**src/rtl/filter_spad_ctrl_if.sv**
```systemverilog
`default_nettype none
// filter_spad_ctrl_if: control, upstream, spad and MAC signals of filter_spad_ctrl (rev 1.0).
interface filter_spad_ctrl_if #(
  parameter int DATA_W = 16,
  parameter int ADDR_W = 8
);
  logic              start;
  logic              skip_load;
  logic [ADDR_W-1:0] cfg_len;
  logic [7:0]        cfg_reps;
  logic              in_valid;
  logic [DATA_W-1:0] in_data;
  logic              in_ready;
  logic [ADDR_W-1:0] spad_addr;
  logic              spad_we;
  logic [DATA_W-1:0] spad_wdata;
  logic [DATA_W-1:0] spad_rdata;
  logic              mac_en;
  logic              w_valid;
  logic [DATA_W-1:0] w_data;
  logic              w_zero;
  logic              busy;
  logic              done;

  modport slave (
    input  start, skip_load, cfg_len, cfg_reps, in_valid, in_data, spad_rdata, mac_en,
    output in_ready, spad_addr, spad_we, spad_wdata, w_valid, w_data, w_zero, busy, done
  );

  modport master (
    output start, skip_load, cfg_len, cfg_reps, in_valid, in_data, spad_rdata, mac_en,
    input  in_ready, spad_addr, spad_we, spad_wdata, w_valid, w_data, w_zero, busy, done
  );
endinterface
`default_nettype wire

```
**src/rtl/filter_spad_ctrl.sv**
```systemverilog
`default_nettype none
// filter_spad_ctrl: loads filter weights into the PE spad, then streams them to the MAC (rev 1.0).
// Define FSPAD_ZERO_FLAG_EN to drive w_zero for zero weights; otherwise w_zero is tied low.
module filter_spad_ctrl #(
  parameter int DATA_W = 16,
  parameter int ADDR_W = 8,
  parameter int DEPTH  = 224
) (
  input  logic                 clk,
  input  logic                 reset,
  filter_spad_ctrl_if.slave    bus
);

  typedef enum logic [1:0] {
    IDLE   = 2'd0,
    LOAD   = 2'd1,
    STREAM = 2'd2,
    DONE   = 2'd3
  } state_t;

  localparam logic [ADDR_W-1:0] DEPTH_W = ADDR_W'(DEPTH);

  state_t            state_q, state_d;
  logic [ADDR_W-1:0] wr_ptr_q, wr_ptr_d;
  logic [ADDR_W-1:0] rd_ptr_q, rd_ptr_d;
  logic [ADDR_W-1:0] len_q, len_d;
  logic [7:0]        rep_cnt_q, rep_cnt_d;
  logic [7:0]        reps_q, reps_d;
  logic              in_ready_q, in_ready_d;
  logic              w_valid_q, w_valid_d;
  logic              done_q, done_d;
  logic              busy_q, busy_d;

  logic [ADDR_W-1:0] cfg_len_clamped;
  logic [7:0]        cfg_reps_eff;
  logic              load_hs;
  logic [DATA_W-1:0] wdata;

  always_comb begin
    cfg_len_clamped = (bus.cfg_len > DEPTH_W) ? DEPTH_W : bus.cfg_len;
    cfg_reps_eff    = (bus.cfg_reps == 8'd0) ? 8'd1 : bus.cfg_reps;
    load_hs         = (state_q == LOAD) && in_ready_q && bus.in_valid;

    state_d   = state_q;
    wr_ptr_d  = wr_ptr_q;
    rd_ptr_d  = rd_ptr_q;
    len_d     = len_q;
    rep_cnt_d = rep_cnt_q;
    reps_d    = reps_q;
    w_valid_d = 1'b0;

    case (state_q)
      IDLE: begin
        if (bus.start) begin
          len_d  = cfg_len_clamped;
          reps_d = cfg_reps_eff;
          if (cfg_len_clamped == '0) begin
            state_d = DONE;
          end else if (bus.skip_load) begin
            state_d   = STREAM;
            rd_ptr_d  = '0;
            rep_cnt_d = '0;
          end else begin
            state_d  = LOAD;
            wr_ptr_d = '0;
          end
        end
      end
      LOAD: begin
        if (load_hs) begin
          wr_ptr_d = wr_ptr_q + 1'b1;
          if (wr_ptr_q == len_q - 1'b1) begin
            state_d   = STREAM;
            rd_ptr_d  = '0;
            rep_cnt_d = '0;
          end
        end
      end
      STREAM: begin
        // A read issued now is presented to the MAC next cycle (spad reads on the negedge).
        if (bus.mac_en) begin
          w_valid_d = 1'b1;
          if (rd_ptr_q == len_q - 1'b1) begin
            rd_ptr_d  = '0;
            rep_cnt_d = rep_cnt_q + 8'd1;
            if (rep_cnt_q == reps_q - 8'd1) begin
              state_d = DONE;
            end
          end else begin
            rd_ptr_d = rd_ptr_q + 1'b1;
          end
        end
      end
      DONE: begin
        state_d = IDLE;
      end
      default: begin
        state_d = IDLE;
      end
    endcase

    in_ready_d = (state_d == LOAD);
    busy_d     = (state_d != IDLE);
    done_d     = (state_d == DONE);
  end

  always_ff @(posedge clk or posedge reset) begin
    if (reset) begin
      state_q    <= IDLE;
      wr_ptr_q   <= '0;
      rd_ptr_q   <= '0;
      len_q      <= '0;
      rep_cnt_q  <= '0;
      reps_q     <= '0;
      in_ready_q <= 1'b0;
      w_valid_q  <= 1'b0;
      done_q     <= 1'b0;
      busy_q     <= 1'b0;
    end else begin
      state_q    <= state_d;
      wr_ptr_q   <= wr_ptr_d;
      rd_ptr_q   <= rd_ptr_d;
      len_q      <= len_d;
      rep_cnt_q  <= rep_cnt_d;
      reps_q     <= reps_d;
      in_ready_q <= in_ready_d;
      w_valid_q  <= w_valid_d;
      done_q     <= done_d;
      busy_q     <= busy_d;
    end
  end

  // Write strobe follows the live handshake so the spad captures at this cycle's negedge.
  assign wdata          = load_hs ? bus.in_data : '0;
  assign bus.spad_we    = load_hs;
  assign bus.spad_addr  = (state_q == LOAD) ? wr_ptr_q : rd_ptr_q;
  assign bus.spad_wdata = wdata;
  assign bus.in_ready   = in_ready_q;
  assign bus.w_valid    = w_valid_q;
  assign bus.w_data     = bus.spad_rdata;
  assign bus.busy       = busy_q;
  assign bus.done       = done_q;

`ifdef FSPAD_ZERO_FLAG_EN
  assign bus.w_zero = w_valid_q && (bus.spad_rdata == '0);
`else
  assign bus.w_zero = 1'b0;
`endif

endmodule
`default_nettype wire
```
**src/flat_wrapper.sv**
```systemverilog
// flat-port wrapper written by rule: the top's interface ports become plain ports
module filter_spad_ctrl_flat 
#(
  parameter int DATA_W = 16,
  parameter int ADDR_W = 8,
  parameter int DEPTH  = 224
)
  (clk, reset, bus_start, bus_skip_load, bus_cfg_len, bus_cfg_reps, bus_in_valid, bus_in_data, bus_spad_rdata, bus_mac_en, bus_in_ready, bus_spad_addr, bus_spad_we, bus_spad_wdata, bus_w_valid, bus_w_data, bus_w_zero, bus_busy, bus_done);
  filter_spad_ctrl_if #(.DATA_W(DATA_W), .ADDR_W(ADDR_W)) bus_i ();
  input  logic clk;
  input  logic reset;
  input wire logic [$bits(bus_i.start)-1:0] bus_start;
  input wire logic [$bits(bus_i.skip_load)-1:0] bus_skip_load;
  input wire logic [$bits(bus_i.cfg_len)-1:0] bus_cfg_len;
  input wire logic [$bits(bus_i.cfg_reps)-1:0] bus_cfg_reps;
  input wire logic [$bits(bus_i.in_valid)-1:0] bus_in_valid;
  input wire logic [$bits(bus_i.in_data)-1:0] bus_in_data;
  input wire logic [$bits(bus_i.spad_rdata)-1:0] bus_spad_rdata;
  input wire logic [$bits(bus_i.mac_en)-1:0] bus_mac_en;
  output wire logic [$bits(bus_i.in_ready)-1:0] bus_in_ready;
  output wire logic [$bits(bus_i.spad_addr)-1:0] bus_spad_addr;
  output wire logic [$bits(bus_i.spad_we)-1:0] bus_spad_we;
  output wire logic [$bits(bus_i.spad_wdata)-1:0] bus_spad_wdata;
  output wire logic [$bits(bus_i.w_valid)-1:0] bus_w_valid;
  output wire logic [$bits(bus_i.w_data)-1:0] bus_w_data;
  output wire logic [$bits(bus_i.w_zero)-1:0] bus_w_zero;
  output wire logic [$bits(bus_i.busy)-1:0] bus_busy;
  output wire logic [$bits(bus_i.done)-1:0] bus_done;
  assign bus_i.start = bus_start;
  assign bus_i.skip_load = bus_skip_load;
  assign bus_i.cfg_len = bus_cfg_len;
  assign bus_i.cfg_reps = bus_cfg_reps;
  assign bus_i.in_valid = bus_in_valid;
  assign bus_i.in_data = bus_in_data;
  assign bus_i.spad_rdata = bus_spad_rdata;
  assign bus_i.mac_en = bus_mac_en;
  assign bus_in_ready = bus_i.in_ready;
  assign bus_spad_addr = bus_i.spad_addr;
  assign bus_spad_we = bus_i.spad_we;
  assign bus_spad_wdata = bus_i.spad_wdata;
  assign bus_w_valid = bus_i.w_valid;
  assign bus_w_data = bus_i.w_data;
  assign bus_w_zero = bus_i.w_zero;
  assign bus_busy = bus_i.busy;
  assign bus_done = bus_i.done;
  filter_spad_ctrl #(.DATA_W(DATA_W), .ADDR_W(ADDR_W), .DEPTH(DEPTH)) u_core (.clk(clk), .reset(reset), .bus(bus_i));
endmodule
```
**config.mk**
```make
export PLATFORM = sky130hd
export DESIGN_NAME = filter_spad_ctrl_flat
export DESIGN_NICKNAME = d
export VERILOG_FILES = /design/src/rtl/filter_spad_ctrl_if.sv /design/src/rtl/filter_spad_ctrl.sv /design/src/flat_wrapper.sv
export SDC_FILE = /design/constraint.sdc
export NUM_CORES = 1
export LEC_CHECK = 0
export BUFFER_PORTS_ARGS = -buffer_cell sky130_fd_sc_hd__buf_4
export CORE_MARGIN = 3
export CORE_UTILIZATION = 45
export DETAILED_ROUTE_END_ITERATION = 12
export GPL_TIMING_DRIVEN = 0
export PLACE_DENSITY = 0.76
export REMOVE_ABC_BUFFERS = 1
export SLEW_MARGIN = 20
export SYNTH_ARGS = -nofsm -noshare
export SYNTH_HDL_FRONTEND = slang
export SYNTH_SLANG_ARGS = --single-unit
```
**constraint.sdc**
```tcl
create_clock -name clk -period 6.8 [get_ports clk]
set_clock_uncertainty 0.1 [all_clocks]
set_input_delay 0.68 -clock clk [delete_from_list [all_inputs] [get_ports clk]]
set_output_delay 0.68 -clock clk [all_outputs]
set_load 0.03 [all_outputs]
```
==> impl_metrics.yaml <==
status:
  status: "finished clean"
synth:
  ys.warnings.count: 0
  yosysMostFrequentCell: "nand2_1"
  syn_area_um2: 3260
  ys_types: 64
  yosys.area.top_type: "dfrtp_1"
  avgSynthCellArea_um2: 8.32
  ys_top_cells_by_area: "dfrtp_1, nand2_1, o21ai_0, buf_4, xnor2_1"
  synth_edf_count: 0
  yosysTopAreaCellShare_pct: 35.3
  ys_ff_latch: 46
  synthCells: 392
  async_flop_share_pct: 100
  synth_ff_type: "dfrtp_1"
  ys_seq_area_share_pct: 35.3
  ys_top_cells_by_count: "nand2_1, dfrtp_1, o21ai_0"
timing:
  fmax_mhz: 318
  worst_pin_slew_ns: 0.753
  tns_ns: 0
  finalCritPeriodShare_pct: 46.2
  finalSetupViolCount: 0
  finalMaxSlewViolations: 0
  fin_crit_ns: 3.14
  rsz0062_at_grt: "false"
  hold_violations: 0
  relSlewSlack_pct: 49.7
power_and_ir_drop:
  total_power_mw: 1.34
  ir_drop_v: 0.000169
  seqPwrFrac_pct: 35.4
  switching_share_pct: 45.3
  p_int_mw: 0.734
  power_density_nw_per_um2: 355
  p_sw_mw: 0.607
  p_leak_nw: 1.76
  power.share.combinational_pct: 51.6
  p_clk_share_pct: 13.0
cells_and_area:
  diodes: 0
  multiInputGateArea_um2: 1830
  drive_gt1_share_pct: 20.4
  seqCellArea_um2: 1150
  fin_nets: 489
  area_delta_synth_final_pct: 15.7
  final.fill_count: 668
  instances_no_fill: 527
floorplan:
  fp.dieArea_um2: 8300
  die_h_um: 91.1
  chipWidth_um: 91.1
  core_area_um2: 6910
  start_util_pct: 47.2
  io_pins: 100
  rows: 30
clock_tree:
  cts_tree: "built"
  post_cts_buffers: 0
  cts.clk_slew.worst_paths_ns: 0.09
  cts.sinks: 46
  cts_made_buffers: 5
  cts_resized: 0
  cts_hold_buf: 0
  clockRootBuffer: "clkbuf_8"
  cts_max_level: 2
  clockBufferDepth: 2
  clk_latency_ns: 0.29
global_routing:
  track_usage_pct: 19.9
  grt_pass1_vias: 3009
  gr-total-overflow: 0
  grt_pass1_wl_um: 13700
  antenna_found_initial: 0
  grt_max_degree: 30
critical_path:
  r2r_end: "u_core.rd_ptr_q[3]$_DFFE_PP0P_"
  path_class: "reg -> reg"
  worstPathArrival_ns: 3.25
  critPathMaxFanout: 25
  end_kind: "flip-flop"
  rr_worst_depth: 7
  timing.rr.start: "u_core.state_q[1]$_DFF_PP0_"
  crit_required_ns: 6.91
  worstSetupStartpointType: "flip-flop"
  reg2reg_slack_ns: 3.66
routing:
  drt_iter0_drc: 114
  wl_um: 8160
  vias_per_cell: 5.56
  vias: 2932
  wl_per_cell_um: 15.5
  post-route-drc-count: 0
  postRouteAntennaNets: 0
  drt_pre_antenna_iters: 4
min_path:
  min_path_type: "in -> async"
placed_design:
  portBuffers: 66
  dp.cells: 519
  gp_congestion: 0.870
  hpwl_um: 6280
job:
  maxCapViolCount: 0
-- final cells by class --
cell class                 count  area share (%)
timing repair buffer          67            13.9
sequential                    46            30.5
clock inverter                 2           0.332
inverter                      14            1.39
clock buffer                   6            2.19
tap                           96            3.18
multi-input combinational    296            48.5
-- how the worst max path moves through the flow --
| stage | to | slack (ns) | startpoint | cells past startpoint |
|---|---|---|---|---|
| finish | u_core.rd_ptr_q[3]$_DFFE_PP0P_ | 3.66 | u_core.state_q[1]$_DFF_PP0_ | 7 |
| global route | u_core.rd_ptr_q[7]$_DFFE_PP0P_ | 3.34 | u_core.state_q[1]$_DFF_PP0_ | 7 |
| CTS | u_core.rd_ptr_q[7]$_DFFE_PP0P_ | 3.67 | u_core.state_q[1]$_DFF_PP0_ | 7 |
| detailed placement | u_core.rd_ptr_q[3]$_DFFE_PP0P_ | 3.50 | bus_in_valid | 8 |
| global placement | u_core.rd_ptr_q[7]$_DFFE_PP0P_ | 3.53 | bus_in_valid | 8 |
| floorplan | u_core.rd_ptr_q[3]$_DFFE_PP0P_ | 3.91 | bus_in_valid | 7 |
-- power by group through the flow --
stage,Clock (mW),Combinational [mW],Sequential (mW)
after floorplan,0,0.512,0.463
after CTS,0.181,0.696,0.474
final,0.174,0.692,0.475
after global placement,0,0.668,0.476
after detailed placement,0,0.694,0.480
after global routing,0.192,0.774,0.493
-- flip-flops by register name, indices dropped and copies added (netlist names), 2 cells and up --
signal and cells:
u_core.reps_q 8, u_core.rep_cnt_q 8, u_core.rd_ptr_q 8, u_core.state_q 2, u_core.len_q 8, u_core.wr_ptr_q 8
-- cell families (layout without fill, tap and decap cells) --
kind of cell / after synthesis / in the layout / synth area share (%)
AO/OA/AOI/OAI: 89 / 89 / 18.2
XOR/XNOR: 26 / 26 / 8.14
adder cells (fa/ha/maj): 5 / 5 / 1.92
buffers and inverters: 50 / 89 / 8.52
flip-flops: 46 / 46 / 35.3
other: 1 / 1 / 0.115
AND/OR/NAND/NOR: 175 / 175 / 27.9
-- metal layers --
metal / track usage, % / vias to the layer above / part of all wire (%)
li1: - / 1427 / -
met1: 24.0 / 1424 / 42
met2: 36.1 / 72 / 52
met3: 4.72 / 9 / 5.0
met4: 3.77 / 0 / 0.88
met5: 0 / - / 0
-- layout by cell type, fill, tap and decap left out, types with 2 or more instances in the layout --
cell type and count:
nand2_1 75, xor3_1 2, or2_2 2, o21ai_0 29, dfrtp_1 46, buf_4 66
clkbuf_8 6, o21ai_1 3, and3_1 11, nand3_1 12, a21o_1 4, a31oi_1 9
a31o_1 2, xnor2_1 15, inv_1 13, o221ai_1 2, o22ai_1 2, nand4_1 3
nand3b_1 2, and2_1 18, nand2b_1 9, o31ai_1 3, a21oi_1 12, nor3_1 9
ha_1 5, or3_1 4, and2b_1 2, nor4_1 6, nor2_1 9, nor2b_1 4
a22o_1 3, xor2_1 8, a32o_1 4
-- worst max-delay path: stages (launching register included) --
cell and delay [ns]:
dfrtp_1 0.48, and4b_1 0.76, nand3_1 0.17, a2111oi_0 0.39, o2111a_1 0.33, a21oi_2 0.22, nand2b_1 0.36, o221ai_1 0.24
-- per-stage QoR --
| stage | util (%) | hold slack, ns | setup WS [ns] | area, um2 |
|---|---|---|---|---|
| after CTS | 54.6 | 0.390 | 3.67 | 3770 |
| after detailed placement | 53.3 | 0.392 | 3.50 | 3680 |
| final | 54.6 | 0.377 | 3.66 | 3770 |
| after global routing | 54.6 | 0.411 | 3.34 | 3770 |
| after floorplan | - | 0.365 | 3.91 | 3040 |
| after global placement | 52.9 | 0.390 | 3.53 | 3650 |
Note: power is estimated with default switching activity, not from simulation.
